## config.mk

```make
export PLATFORM = sky130hd
export DESIGN_NAME = mist1032isa_uart_rx_controller
export DESIGN_NICKNAME = d
export VERILOG_FILES = /design/src/rtl/mist1032isa_uart_rx_controller.sv
export SDC_FILE = /design/constraint.sdc
export NUM_CORES = 1
export LEC_CHECK = 0
export ABC_AREA = 1
export BUFFER_PORTS_ARGS = -buffer_cell sky130_fd_sc_hd__buf_2
export CAP_MARGIN = 20
export CORE_ASPECT_RATIO = 1.25
export CORE_MARGIN = 10
export CORE_UTILIZATION = 50
export CTS_BUF_LIST = sky130_fd_sc_hd__clkbuf_8
export CTS_CLUSTER_SIZE = 10
export DETAILED_ROUTE_END_ITERATION = 7
export GPL_TIMING_DRIVEN = 0
export PLACE_DENSITY = 0.68
export SYNTH_ARGS = -nofsm -noshare
export SYNTH_HDL_FRONTEND = slang
export SYNTH_SLANG_ARGS = --single-unit
```

## constraint.sdc

```tcl
create_clock -name iCLOCK -period 10.9 [get_ports iCLOCK]
set_input_delay 0 -clock iCLOCK [delete_from_list [all_inputs] [get_ports iCLOCK]]
set_output_delay 0 -clock iCLOCK [all_outputs]
set_load 0.01 [all_outputs]
```

## src/rtl/mist1032isa_uart_rx_controller.sv

```systemverilog
// UART receive-side buffer: 16-entry byte FIFO with overflow tracking, an idle
// character-timeout FSM and a registered interrupt request.
module mist1032isa_uart_rx_controller #(
    parameter int FIFO_DEPTH_N = 4
) (
    input  logic                    iCLOCK,
    input  logic                    iRESET,
    input  logic                    iENABLE,
    input  logic                    iRX_VALID,
    input  logic [7:0]              iRX_DATA,
    input  logic                    iRD_REQ,
    output logic                    oRD_VALID,
    output logic [7:0]              oRD_DATA,
    output logic [FIFO_DEPTH_N:0]   oCOUNT,
    output logic                    oEMPTY,
    output logic                    oFULL,
    output logic                    oOVERFLOW,
    input  logic                    iOVERFLOW_CLR,
    input  logic [FIFO_DEPTH_N:0]   iIRQ_THRESH,
    input  logic [19:0]             iTIMEOUT_COUNT,
    output logic                    oTIMEOUT,
    output logic                    oIRQ
);

    localparam int DEPTH = 1 << FIFO_DEPTH_N;
    localparam int PW    = FIFO_DEPTH_N + 1;

    typedef enum logic [1:0] {
        TO_IDLE,
        TO_COUNT,
        TO_EXPIRED
    } to_state_e;

    logic [7:0]    mem_q [DEPTH];
    logic [PW-1:0] wr_ptr_q, wr_ptr_d;
    logic [PW-1:0] rd_ptr_q, rd_ptr_d;
    logic          rd_valid_q, rd_valid_d;
    logic [7:0]    rd_data_q, rd_data_d;
    logic          overflow_q, overflow_d;
    logic          irq_q, irq_d;
    to_state_e     state_q, state_d;
    logic [19:0]   tcnt_q, tcnt_d;

    logic [PW-1:0] count, count_next;
    logic          empty, full, do_push, do_pop, drop, timeout;

    // Pointers carry one extra wrap bit so full and empty stay distinguishable.
    always_comb begin
        count      = wr_ptr_q - rd_ptr_q;
        empty      = (count == '0);
        full       = (count == PW'(DEPTH));
        do_pop     = iRD_REQ && !empty;
        do_push    = iRX_VALID && iENABLE && (!full || do_pop);
        drop       = iRX_VALID && iENABLE && full && !do_pop;
        wr_ptr_d   = wr_ptr_q + PW'(do_push);
        rd_ptr_d   = rd_ptr_q + PW'(do_pop);
        count_next = wr_ptr_d - rd_ptr_d;
        rd_valid_d = do_pop;
        rd_data_d  = do_pop ? mem_q[rd_ptr_q[FIFO_DEPTH_N-1:0]] : rd_data_q;
        // A dropped byte wins over a clear arriving in the same cycle.
        overflow_d = drop ? 1'b1 : (iOVERFLOW_CLR ? 1'b0 : overflow_q);
        timeout    = (state_q == TO_EXPIRED);
        irq_d      = ((iIRQ_THRESH != '0) && (count >= iIRQ_THRESH)) || timeout;
    end

    // NOTE: every variable gets a default before the case so no path can infer a latch.
    always_comb begin
        state_d = state_q;
        tcnt_d  = tcnt_q;
        case (state_q)
            TO_IDLE: begin
                tcnt_d = '0;
                if (!empty && (iTIMEOUT_COUNT != '0)) state_d = TO_COUNT;
            end
            TO_COUNT: begin
                if ((count_next == '0) || (iTIMEOUT_COUNT == '0)) begin
                    state_d = TO_IDLE;
                    tcnt_d  = '0;
                end else if (do_push || do_pop) begin
                    tcnt_d = '0;
                end else if (tcnt_q == iTIMEOUT_COUNT - 20'd1) begin
                    state_d = TO_EXPIRED;
                    tcnt_d  = '0;
                end else begin
                    tcnt_d = tcnt_q + 20'd1;
                end
            end
            TO_EXPIRED: begin
                tcnt_d = '0;
                if (do_pop) state_d = (count_next != '0) ? TO_COUNT : TO_IDLE;
            end
            default: begin
                state_d = TO_IDLE;
                tcnt_d  = '0;
            end
        endcase
    end

    // NOTE: sequential state uses non-blocking assignments so all flops update together.
    always_ff @(posedge iCLOCK or posedge iRESET) begin
        if (iRESET) begin
            wr_ptr_q   <= '0;
            rd_ptr_q   <= '0;
            rd_valid_q <= 1'b0;
            rd_data_q  <= 8'h00;
            overflow_q <= 1'b0;
            irq_q      <= 1'b0;
            state_q    <= TO_IDLE;
            tcnt_q     <= '0;
        end else begin
            wr_ptr_q   <= wr_ptr_d;
            rd_ptr_q   <= rd_ptr_d;
            rd_valid_q <= rd_valid_d;
            rd_data_q  <= rd_data_d;
            overflow_q <= overflow_d;
            irq_q      <= irq_d;
            state_q    <= state_d;
            tcnt_q     <= tcnt_d;
        end
    end

    // NOTE: storage is not reset; the pointers alone decide which entries are valid.
    always_ff @(posedge iCLOCK) begin
        if (do_push) mem_q[wr_ptr_q[FIFO_DEPTH_N-1:0]] <= iRX_DATA;
    end

    assign oRD_VALID = rd_valid_q;
    assign oRD_DATA  = rd_data_q;
    assign oCOUNT    = count;
    assign oEMPTY    = empty;
    assign oFULL     = full;
    assign oOVERFLOW = overflow_q;
    assign oTIMEOUT  = timeout;
    assign oIRQ      = irq_q;

endmodule

```

==> results of run 1 <==
[cell usage in the layout (no fill, tap or decap), types with 3 or more instances in the layout]
master	Yosys	routed
a21oi_1	5	5
buf_1	4	4
buf_2	2	60
buf_4	1	3
clkbuf_1	17	17
clkbuf_8	0	17
clkinv_1	3	3
clkinv_4	0	3
clkinvlp_4	0	3
dfrtp_1	43	43
dlygate4sd3_1	0	17
edfxtp_1	128	128
ha_1	20	20
inv_1	79	80
inv_2	9	10
inv_6	0	5
nand2_1	176	176
nand2_2	4	4
nand3_1	67	67
nand3b_1	9	9
nand4_1	16	16
nor2_1	130	130
nor2_2	8	8
nor2_4	13	13
nor3_1	9	9
o21ai_0	70	70
o22ai_1	33	33
xnor2_1	14	14
xor2_1	20	20
[through the flow]
stage / setup slack [ps] / area (sq um) / utilization [%]
6_report: 5292 / 9769 / 57.77
4_1_cts: 5322 / 9764 / 57.74
3_5_place_dp: 5346 / 9219 / 54.52
3_3_place_gp: 5445 / 9179 / 54.28
2_1_floorplan: 6481 / 8618 / -
5_1_grt: 4868 / 9769 / 57.77
[power breakdown]
group / leakage (nW) / switching (mW) / internal (mW)
sequential: 1.71 / 0.0546 / 0.770
combinational: 2.10 / 0.704 / 0.354
clock: 0.189 / 0.246 / 0.185
total: 4.00 / 1.00 / 1.31
[worst max-delay path by stage]
| stage | start | end | slack, ps |
|---|---|---|---|
| after global routing | rd_ptr_q[1] | tcnt_q[15] | 4870 |
| after detailed placement | rd_ptr_q[1] | tcnt_q[13] | 5350 |
| after CTS | rd_ptr_q[1] | tcnt_q[10] | 5320 |
| after global placement | rd_ptr_q[1] | tcnt_q[12] | 5440 |
| final | rd_ptr_q[1] | tcnt_q[13] | 5290 |
| after floorplan | rd_ptr_q[2] | tcnt_q[11] | 6480 |
[critical path, cell delays in order, from the launching register on]
cell and delay (ps):
dfrtp_1 500, inv_1 210, clkbuf_1 520, fa_1 590
nor3_1 270, nand3_1 170, nand2_1 160, buf_2 280
clkinv_1 350, ha_1 330, ha_1 290, inv_1 60
ha_1 310, a21oi_1 260, nor2_1 80, nor2_1 130
inv_1 60, nand3_1 70, nand2_1 60, nor2_1 230
a21oi_4 120, nand3_4 170, buf_12 200, nor2_4 40
[area by class of cell]
type	instances	area share (%)
clock inverter	15	1.447
clock buffer	17	2.395
inverter	91	3.496
tap	220	2.818
sequential	171	50.36
timing repair buffer	79	5.123
multi-input combinational	610	33.06
buffer	26	1.306
[registers in the layout (all words and copies together), names as in the netlist]
name / flops
rd_ptr_q: 5
oRD_VALID: 1
tcnt_q: 20
state_q: 2
mem_q: 128
oIRQ: 1
oOVERFLOW: 1
oRD_DATA: 8
wr_ptr_q: 5
[what timing repair did]
item                                    CTS  global route
endpoints found under the hold margin   174             0
endpoints found under the setup margin    0             0
hold buffers                             17             0
[cell families (layout without fill, tap and decap cells)]
family          after synthesis  in the layout  synth area share, %
flops                       171            171                57.08
xor+xnor                     35             35                3.644
buf+inv                     117            228                5.444
fa+ha+maj                    21             21                3.136
compound gates              114            114                7.390
simple gates                440            440                23.30
[routing by layer]
layer | vias to the layer above | global-route usage [%]
li1 | 3232 | -
met1 | 3147 | 23.18
met2 | 231 | 32.17
met3 | 38 | 4.455
met4 | 0 | 7.117
met5 | - | 0
==> results.txt, run 1 <==
Critical Path RT -> 11270 ps
status -> complete, no violations
Yosys top cell by area -> edfxtp_1
Slew @ Worst Pin -> 870.4 ps
hpwl dp -> 15.73 mm
I/O pins -> 58
ys async rst share -> 25.15%
Post-synth EDFFs -> 128
endpoint with the worst hold slack -> state_q[0]
Worst EP arrival -> 5980 ps
ANT nets after route -> 0
Clk pin slew, worst setup/hold paths -> 100 ps
hold path start -> iTIMEOUT_COUNT[18]
maximum vdd drop -> 0.1145 mV
post-cts resize count -> 0
DIE AREA -> 22920 sq um
final wirelength -> 21.59 mm
largest net degree at the start of global routing -> 38
Reg-to-Reg Start -> rd_ptr_q[1]
Post-synth top flop -> edfxtp_1
area of all sequential standard cells -> 4920 sq um
CTS Sinks -> 171
total track usage -> 19.16%
Syn Nets -> 958
Synth top area share -> 44.60%
Synth Area per Inst -> 9.597 sq um
Die Span X -> 137.4 um
worst-path maximum fanout -> 11
max-slew violations -> 0
layout cells sized above 1 -> 13.88%
RSZ-0062 raised after global routing -> no
drt pass-1 iters -> 5
Layout area overhead -> 13.36%
Initial Util -> 50.97%
first-pass GRT wire length -> 33.91 mm
crit path launch type -> flip-flop
area of the multi-input gates -> 3229 sq um
Hold WC Path Type -> primary input to flip-flop
fmax -> 0.1783 GHz
wire per inst -> 17.57 um
# fillers -> 1514
Antenna diodes -> 0
routed vias -> 6648
CTS Buf Count -> 17
clk root buf -> clkbuf_8
Min-Delay Path Depth -> 9
Yosys Warn Count -> 0
buffer depth of the longest clock path -> 2
initial antenna violation count -> 0
H-Tree Level Count -> 4
register area share after synthesis -> 57.08%
top cells by area, synth -> edfxtp_1 45%, dfrtp_1 12%, nand2_1 7.7%
Final Critical Period -> 5608 ps
r2r setup slk -> 5290 ps
gpl congestion -> 0.8748
CTS tree -> built
Crit Path Class -> flip-flop to flip-flop
post-synthesis register bit count -> 171
Setup Buffers After CTS -> 0
Hold Vio Cnt, Final -> 0
Metal-1 WL -> 8.700 mm
Placed Cells incl. Taps -> 1179
Final Net Count -> 1056
DR WL met3 -> 1.527 mm
cell count after synthesis -> 898
Synth cell types -> 39
top layer in use -> met4
Setup Skew -> 21.07 ps
Residual DRC -> 0
via density per instance -> 5.409
Cell Count, Final, Fillers Out -> 1229
Reg2Reg Depth -> 23
Post-synth top cells -> 176 x nand2_1, 130 x nor2_1, 128 x edfxtp_1
Hold WS -> 119.0 ps
count leader, synth -> nand2_1
r2r endpoint -> tcnt_q[13]
Critical Path End Type -> flip-flop
mapped cell area -> 8618 sq um
clk_lat worst skew -> 480 ps
core area -> 16910 sq um
GRT overflow -> 0
crit share post-route -> 51.45%
Post-Route Setup TNS -> 0 ps
met2 WL -> 10.79 mm
row cnt -> 53
vias in the first global route -> 6531
Leak Pwr -> 3.996 nW
PwrDens -> 236.8 nW/um^2
Worst slew margin -> 41.76%
Final Power -> 2.313 mW
setup violators final -> 0
PortBufs -> 57
Max Cap Violations -> 0
DRT iter0 DRCs -> 538
die height -> 166.8 um
No activity file was read; power rests on OpenSTA's default activity.
==> run 2, diff against run 1 <==
==> constraint.sdc (replaced) <==
create_clock -name iCLOCK -period 5.2 [get_ports iCLOCK]
set_input_delay 0 -clock iCLOCK [delete_from_list [all_inputs] [get_ports iCLOCK]]
set_output_delay 0 -clock iCLOCK [all_outputs]
set_load 0.01 [all_outputs]
==> run 2 against run 1 <==
Net effect:
- worst hold slack gained 2.4 ps
- first-iteration DRC count shrank 6.9%
- fmax grew 18%
- sequential share of layout area shrank 0.077 points
- core utilization grew 0.10 points
- total power grew 110%
- critical path depth grew 2
- clock skew shrank 4.2 ps
- sequential cell count is the same
- wire length is essentially flat
- critical path type unchanged
- critical endpoint unchanged
==> results.txt, run 2 (synthesis gave the netlist of run 1 again) <==
hold path start -> iTIMEOUT_COUNT[18] (unchanged)
via density per instance -> 5.374 (was 5.409)
Worst slew margin -> 40.10% (was 41.76%)
clk_lat worst skew -> 470 ps (was 480 ps)
status -> complete, no violations (unchanged)
Max Cap Violations -> 0 (unchanged)
Largest register FFs -> 128 (unchanged)
CTS Buf Count -> 17 (unchanged)
total track usage -> 19.22% (was 19.16%)
Residual DRC -> 0 (unchanged)
Critical Path RT -> 5570 ps (was 11270 ps)
buffer depth of the longest clock path -> 2 (unchanged)
Reg2Reg Depth -> 25 (was 23)
Antenna diodes -> 0 (unchanged)
H-Tree Level Count -> 4 (unchanged)
Layout area overhead -> 13.56% (was 13.36%)
commonest non-fill, non-tap cell in the layout -> nand2_1 (unchanged)
Slew @ Worst Pin -> 895.2 ps (was 870.4 ps)
maximum vdd drop -> 0.2393 mV (was 0.1145 mV)
endpoint with the worst hold slack -> state_q[0] (unchanged)
setup violators final -> 0 (unchanged)
Hold WS -> 121.4 ps (was 119.0 ps)
hpwl dp -> 15.73 mm (unchanged)
max-slew violations -> 0 (unchanged)
fmax -> 0.2106 GHz (was 0.1783 GHz)
r2r setup slk -> 450 ps (was 5290 ps)
Critical Path End Type -> flip-flop (unchanged)
Min-Delay Path Depth -> 9 (unchanged)
Clk pin slew, worst setup/hold paths -> 100 ps (about the same)
core area -> 16910 sq um (unchanged)
CP max stage delay -> 450 ps (was 590 ps)
Hold WC Path Type -> primary input to flip-flop (unchanged)
first-pass GRT wire length -> 34.01 mm (was 33.91 mm)
GRT overflow -> 0 (unchanged)
clk root buf -> clkbuf_8 (unchanged)
Cell Count, Final, Fillers Out -> 1228 (was 1229)
wire per inst -> 17.59 um (was 17.57 um)
Hold Vio Cnt, Final -> 0 (unchanged)
Post-Layout Inst Area -> 9787 sq um (was 9769 sq um)
area of the multi-input gates -> 3236 sq um (was 3229 sq um)
most frequent cells in the layout -> 176 x nand2_1, 129 x nor2_1, 128 x edfxtp_1 (was 176 x nand2_1, 130 x nor2_1, 128 x edfxtp_1)
DIE AREA -> 22920 sq um (unchanged)
PwrDens -> 498.0 nW/um^2 (was 236.8 nW/um^2)
Reg-to-Reg Start -> wr_ptr_q[0] (was rd_ptr_q[1])
crit share post-route -> 91.30% (was 51.45%)
worst-path maximum fanout -> 10 (was 11)
# fillers -> 1508 (was 1514)
crit path launch type -> flip-flop (unchanged)
CTS tree -> built (unchanged)
r2r endpoint -> tcnt_q[13] (unchanged)
Post-DP Area -> 9219 sq um (unchanged)
Placed Cells incl. Taps -> 1179 (unchanged)
gpl congestion -> 0.8748 (unchanged)
Final Critical Period -> 4748 ps (was 5608 ps)
Worst EP arrival -> 5110 ps (was 5980 ps)
Final Net Count -> 1055 (was 1056)
layout cells sized above 1 -> 14.58% (was 13.88%)
routed vias -> 6599 (was 6648)
CTS Sinks -> 171 (unchanged)
vias in the first global route -> 6544 (was 6531)
initial antenna violation count -> 0 (unchanged)
worst setup path start -> wr_ptr_q[0] (was rd_ptr_q[1])
Leak Pwr -> 3.998 nW (was 3.996 nW)
RSZ-0062 raised after global routing -> no (unchanged)
slowest cell on the critical path -> dfrtp_1 (was fa_1)
Die Span X -> 137.4 um (unchanged)
Crit Path Class -> flip-flop to flip-flop (unchanged)
crit-path most repeated cell -> ha_1
ANT nets after route -> 0 (unchanged)
I/O pins -> 58 (unchanged)
DRT iter0 DRCs -> 501 (was 538)
final wirelength -> 21.61 mm (was 21.59 mm)
PortBufs -> 57 (unchanged)
Initial Util -> 50.97% (unchanged)
area of all sequential standard cells -> 4921 sq um (was 4920 sq um)
Setup Skew -> 16.85 ps (was 21.07 ps)
die height -> 166.8 um (unchanged)
largest net degree at the start of global routing -> 38 (unchanged)
row cnt -> 53 (unchanged)
drt pass-1 iters -> 5 (unchanged)
## run 2: cell type report
class	instances	share of cell area (%)
multi-input cells	610	33.06
clock inverters	15	1.445
inverters	91	3.567
plain buffers	24	1.253
flip-flops and latches	171	50.28
well taps	220	2.813
repair buffers	80	5.190
clock buffers	17	2.391
## run 2: what timing repair did
action,in CTS,in global routing
endpoints found under the setup margin,22,21
endpoints found under the hold margin,174,0
hold buffers,17,0
setup buffers,1,0
gates resized for setup,3,5
## run 2: per-layer routing
metal  share of wire (%)  up-vias  track usage (%)
li1                    -     3227                -
met1                  40     3096            23.21
met2                  50      233            32.17
met3                 7.2       43            4.485
met4                 3.0        0            7.392
met5                   0        -                0
## run 2: worst max-delay path, delay by kind of cell (launching register included)
family / cells / cell delay [ps]
xor+xnor: 2 / 490
buf+inv: 6 / 920
flops: 1 / 450
compound gates: 1 / 100
fa+ha+maj: 5 / 1370
simple gates: 11 / 1310
## run 2: how the worst max path moves through the flow
stage / end / depth (start not counted)
floorplan: tcnt_q[11] / 25
global placement: tcnt_q[12] / 23
detailed placement: tcnt_q[13] / 23
CTS: tcnt_q[10] / 23
global route: tcnt_q[15] / 25
finish: tcnt_q[13] / 25
## run 2: report_power, final
part	switching, mW	internal, mW	leakage [nW]
sequential	0.116	1.62	1.71
clock	0.512	0.387	0.189
combinational	1.49	0.753	2.10
total	2.12	2.76	4.00
## run 2: metrics by stage
| step | setup slack, ps | total power, mW | utilization (%) | setup TNS (ps) |
|---|---|---|---|---|
| 2_1_floorplan | 781.2 | 3.204 | - | 0 |
| 3_3_place_gp | -255.4 | 3.898 | 54.28 | -3148 |
| 3_5_place_dp | -354.1 | 3.936 | 54.52 | -5276 |
| 4_1_cts | 153.8 | 4.875 | 57.78 | 0 |
| 5_1_grt | 55.72 | 5.251 | 57.88 | 0 |
| 6_report | 452.2 | 4.873 | 57.88 | 0 |
==> run 3, diff against run 2 <==
--- a/config.mk
+++ b/config.mk
@@ -6,7 +6,6 @@
 export NUM_CORES = 1
 export LEC_CHECK = 0
 export ABC_AREA = 1
-export BUFFER_PORTS_ARGS = -buffer_cell sky130_fd_sc_hd__buf_2
 export CAP_MARGIN = 20
 export CORE_ASPECT_RATIO = 1.25
 export CORE_MARGIN = 10
@@ -14,8 +13,8 @@
 export CTS_BUF_LIST = sky130_fd_sc_hd__clkbuf_8
 export CTS_CLUSTER_SIZE = 10
 export DETAILED_ROUTE_END_ITERATION = 7
+export DONT_BUFFER_PORTS = 1
 export GPL_TIMING_DRIVEN = 0
-export PLACE_DENSITY = 0.68
 export SYNTH_ARGS = -nofsm -noshare
 export SYNTH_HDL_FRONTEND = slang
 export SYNTH_SLANG_ARGS = --single-unit
==> run 3 against run 2 <==
Net effect:
- cell count shrank 4.6%
- via count shrank 2.8%
- die area is the same
- worst hold slack lost 98 ps
- sequential power is essentially flat
- largest cell class unchanged
- highest routed layer unchanged
==> results.txt, run 3 (synthesis gave the netlist of run 1 again) <==
CTS Buf Count -> 17 (unchanged)
core area -> 16910 sq um (unchanged)
maximum vdd drop -> 0.2337 mV (was 0.2393 mV)
GRT busiest layer -> met2 (unchanged)
Slew @ Worst Pin -> 877.7 ps (was 895.2 ps)
Clk pin slew, worst setup/hold paths -> 90 ps (was 100 ps)
setup violators final -> 0 (unchanged)
clk_lat worst skew -> 460 ps (was 470 ps)
Hold WC Path Type -> primary input to async pin (was primary input to flip-flop)
WP buf/inv -> 7 (was 6)
die height -> 166.8 um (unchanged)
Worst EP arrival -> 5090 ps (was 5110 ps)
buffer depth of the longest clock path -> 2 (unchanged)
ANT nets after route -> 0 (unchanged)
Critical Path RT -> 5550 ps (was 5570 ps)
GR Util met2 -> 34.59% (was 32.17%)
cell family with most CP delay -> adder cells (unchanged)
drt pass-1 iters -> 6 (was 5)
routed vias -> 6411 (was 6599)
sequential share of power -> 37.5% (was 35.5%)
largest net degree at the start of global routing -> 36 (was 38)
initial antenna violation count -> 0 (unchanged)
CTS Sinks -> 171 (unchanged)
Largest register FFs -> 128 (unchanged)
Post-DP Area -> 8936 sq um (was 9219 sq um)
clk root buf -> clkbuf_8 (unchanged)
commonest non-fill, non-tap cell in the layout -> nand2_1 (unchanged)
vias in the first global route -> 6521 (was 6544)
Hold Vio Cnt, Final -> 0 (unchanged)
Antenna diodes -> 0 (unchanged)
met3 Usage GRT -> 4.214% (was 4.485%)
crit share post-route -> 91.10% (was 91.30%)
row cnt -> 53 (unchanged)
CP max stage delay -> 440 ps (was 450 ps)
Initial Util -> 50.97% (unchanged)
final wirelength -> 21.73 mm (was 21.61 mm)
Max Cap Violations -> 0 (unchanged)
max-slew violations -> 0 (unchanged)
crit path launch type -> flip-flop (unchanged)
slowest cell on the critical path -> dfrtp_1 (unchanged)
Worst slew margin -> 41.27% (was 40.10%)
Final Net Count -> 999 (was 1055)
I/O pins -> 58 (unchanged)
clock network fraction of design power -> 17.4% (was 18.4%)
Switching Share -> 43.83% (was 43.46%)
RSZ-0062 raised after global routing -> no (unchanged)
GRT overflow -> 0 (unchanged)
Final Util -> 56.02% (was 57.88%)
worst-path maximum fanout -> 10 (unchanged)
DIE AREA -> 22920 sq um (unchanged)
most frequent cells in the layout -> 176 x nand2_1, 129 x nor2_1, 128 x edfxtp_1 (unchanged)
total net switching power -> 2.051 mW (was 2.118 mW)
Comb pwr share -> 45.1% (was 46.0%)
total track usage -> 19.44% (was 19.22%)
CTS tree -> built (unchanged)
Die Span X -> 137.4 um (unchanged)
Leak Pwr -> 3.755 nW (was 3.998 nW)
gpl congestion -> 0.9226 (was 0.8748)
Residual DRC -> 0 (unchanged)
PortBufs -> 0 (was 57)
first-pass GRT wire length -> 34.81 mm (was 34.01 mm)
PwrDens -> 494.0 nW/um^2 (was 498.0 nW/um^2)
design internal power -> 2.629 mW (was 2.755 mW)
via density per instance -> 5.470 (was 5.374)
wire per inst -> 18.54 um (was 17.59 um)
met1 GRT Util -> 22.00% (was 23.21%)
status -> complete, no violations (unchanged)
layout cells sized above 1 -> 9.454% (was 14.58%)
Layout area overhead -> 9.916% (was 13.56%)
Crit Path Class -> flip-flop to flip-flop (unchanged)
fmax -> 0.2111 GHz (was 0.2106 GHz)
Critical Path End Type -> flip-flop (unchanged)
H-Tree Level Count -> 4 (unchanged)
Setup Skew -> 10.43 ps (was 16.85 ps)
hpwl dp -> 16.34 mm (was 15.73 mm)
DRT iter0 DRCs -> 441 (was 501)
Final Critical Period -> 4737 ps (was 4748 ps)
Post-Layout Inst Area -> 9473 sq um (was 9787 sq um)
run 3: changes by cell type in the layout (fill, tap and decap cells not counted), moves of 2 or more:
| cell | delta |
|---|---|
| clkinv_1 | +3 |
| clkinv_2 | +3 |
| buf_2 | -55 |
| clkinv_4 | -2 |
| inv_6 | -2 |
run 3: power by group through the flow:
stage / sequential [mW] / combinational (mW) / clock [mW]
2_1_floorplan: 1.73 / 1.47 / 0
3_3_place_gp: 1.78 / 1.95 / 0
3_5_place_dp: 1.78 / 2.02 / 0
4_1_cts: 1.75 / 2.09 / 0.834
5_1_grt: 1.78 / 2.36 / 0.892
6_report: 1.75 / 2.11 / 0.814
run 3: final timing paths:
kind                                    start          end  slack, ps  cells past startpoint
min in group iCLOCK        iTIMEOUT_COUNT[19]   state_q[1]         70                      8
setup reg to reg                  wr_ptr_q[0]   tcnt_q[16]        460                     25
hold / removal                         iRESET         oIRQ         20                      3
hold reg to reg                    state_q[0]         oIRQ        530                      1
max in group asynchronous              iRESET  rd_ptr_q[1]       4320                      3
setup / recovery                  wr_ptr_q[0]   tcnt_q[16]        460                     25
run 3: worst register-to-register path: stages, from the launching register on:
cell and delay (ps):
dfrtp_1 440, inv_1 140, ha_1 160, inv_1 60
fa_1 400, xor2_1 250, nor3_2 180, nand3_1 170
nand2_1 200, clkbuf_4 260, clkinv_2 170, ha_1 240
ha_1 300, inv_1 40, ha_1 310, a21oi_1 250
nor2_1 80, nor2_1 140, inv_1 60, nand3_1 80
nand2_1 60, nor2_2 160, a21oi_4 100, nand3_4 170
buf_12 200, nor2_4 50
run 3: what timing repair did:
| item | in CTS | in global routing |
|---|---|---|
| buffers inserted | 2 | 0 |
| hold buffers | 17 | 0 |
| hold endpoints to repair | 175 | 0 |
| gates resized for setup | 3 | 6 |
| setup endpoints to repair | 22 | 22 |
| cloned | 0 | 0 |
run 3: final cells by class:
class	count	area (sq um)
Clock buffer	17	234.0
Inverter	91	349.1
Buffer	24	122.6
Multi-Input combinational cell	610	3244
Tap cell	220	275.3
Fill cell	1504	7437
Timing Repair Buffer	24	227.7
Sequential cell	171	4921
Clock inverter	15	98.84
run 3: through the flow:
step	instances	setup slack [ps]	hold WS (ps)	power (mW)	setup TNS, ps
finish	1172	463.0	23.59	4.679	0
global route	1172	49.81	38.13	5.029	0
CTS	1172	136.1	14.48	4.680	0
detailed placement	1123	-335.4	-178.5	3.799	-4886
global placement	1118	-182.2	100.4	3.726	-1794
floorplan	898	781.2	98.87	3.204	0
run 3: routing by layer:
layer | part of all wire (%) | vias up
li1 | - | 3115
met1 | 39 | 3058
met2 | 53 | 198
met3 | 5.5 | 40
met4 | 2.5 | 0
met5 | 0 | -
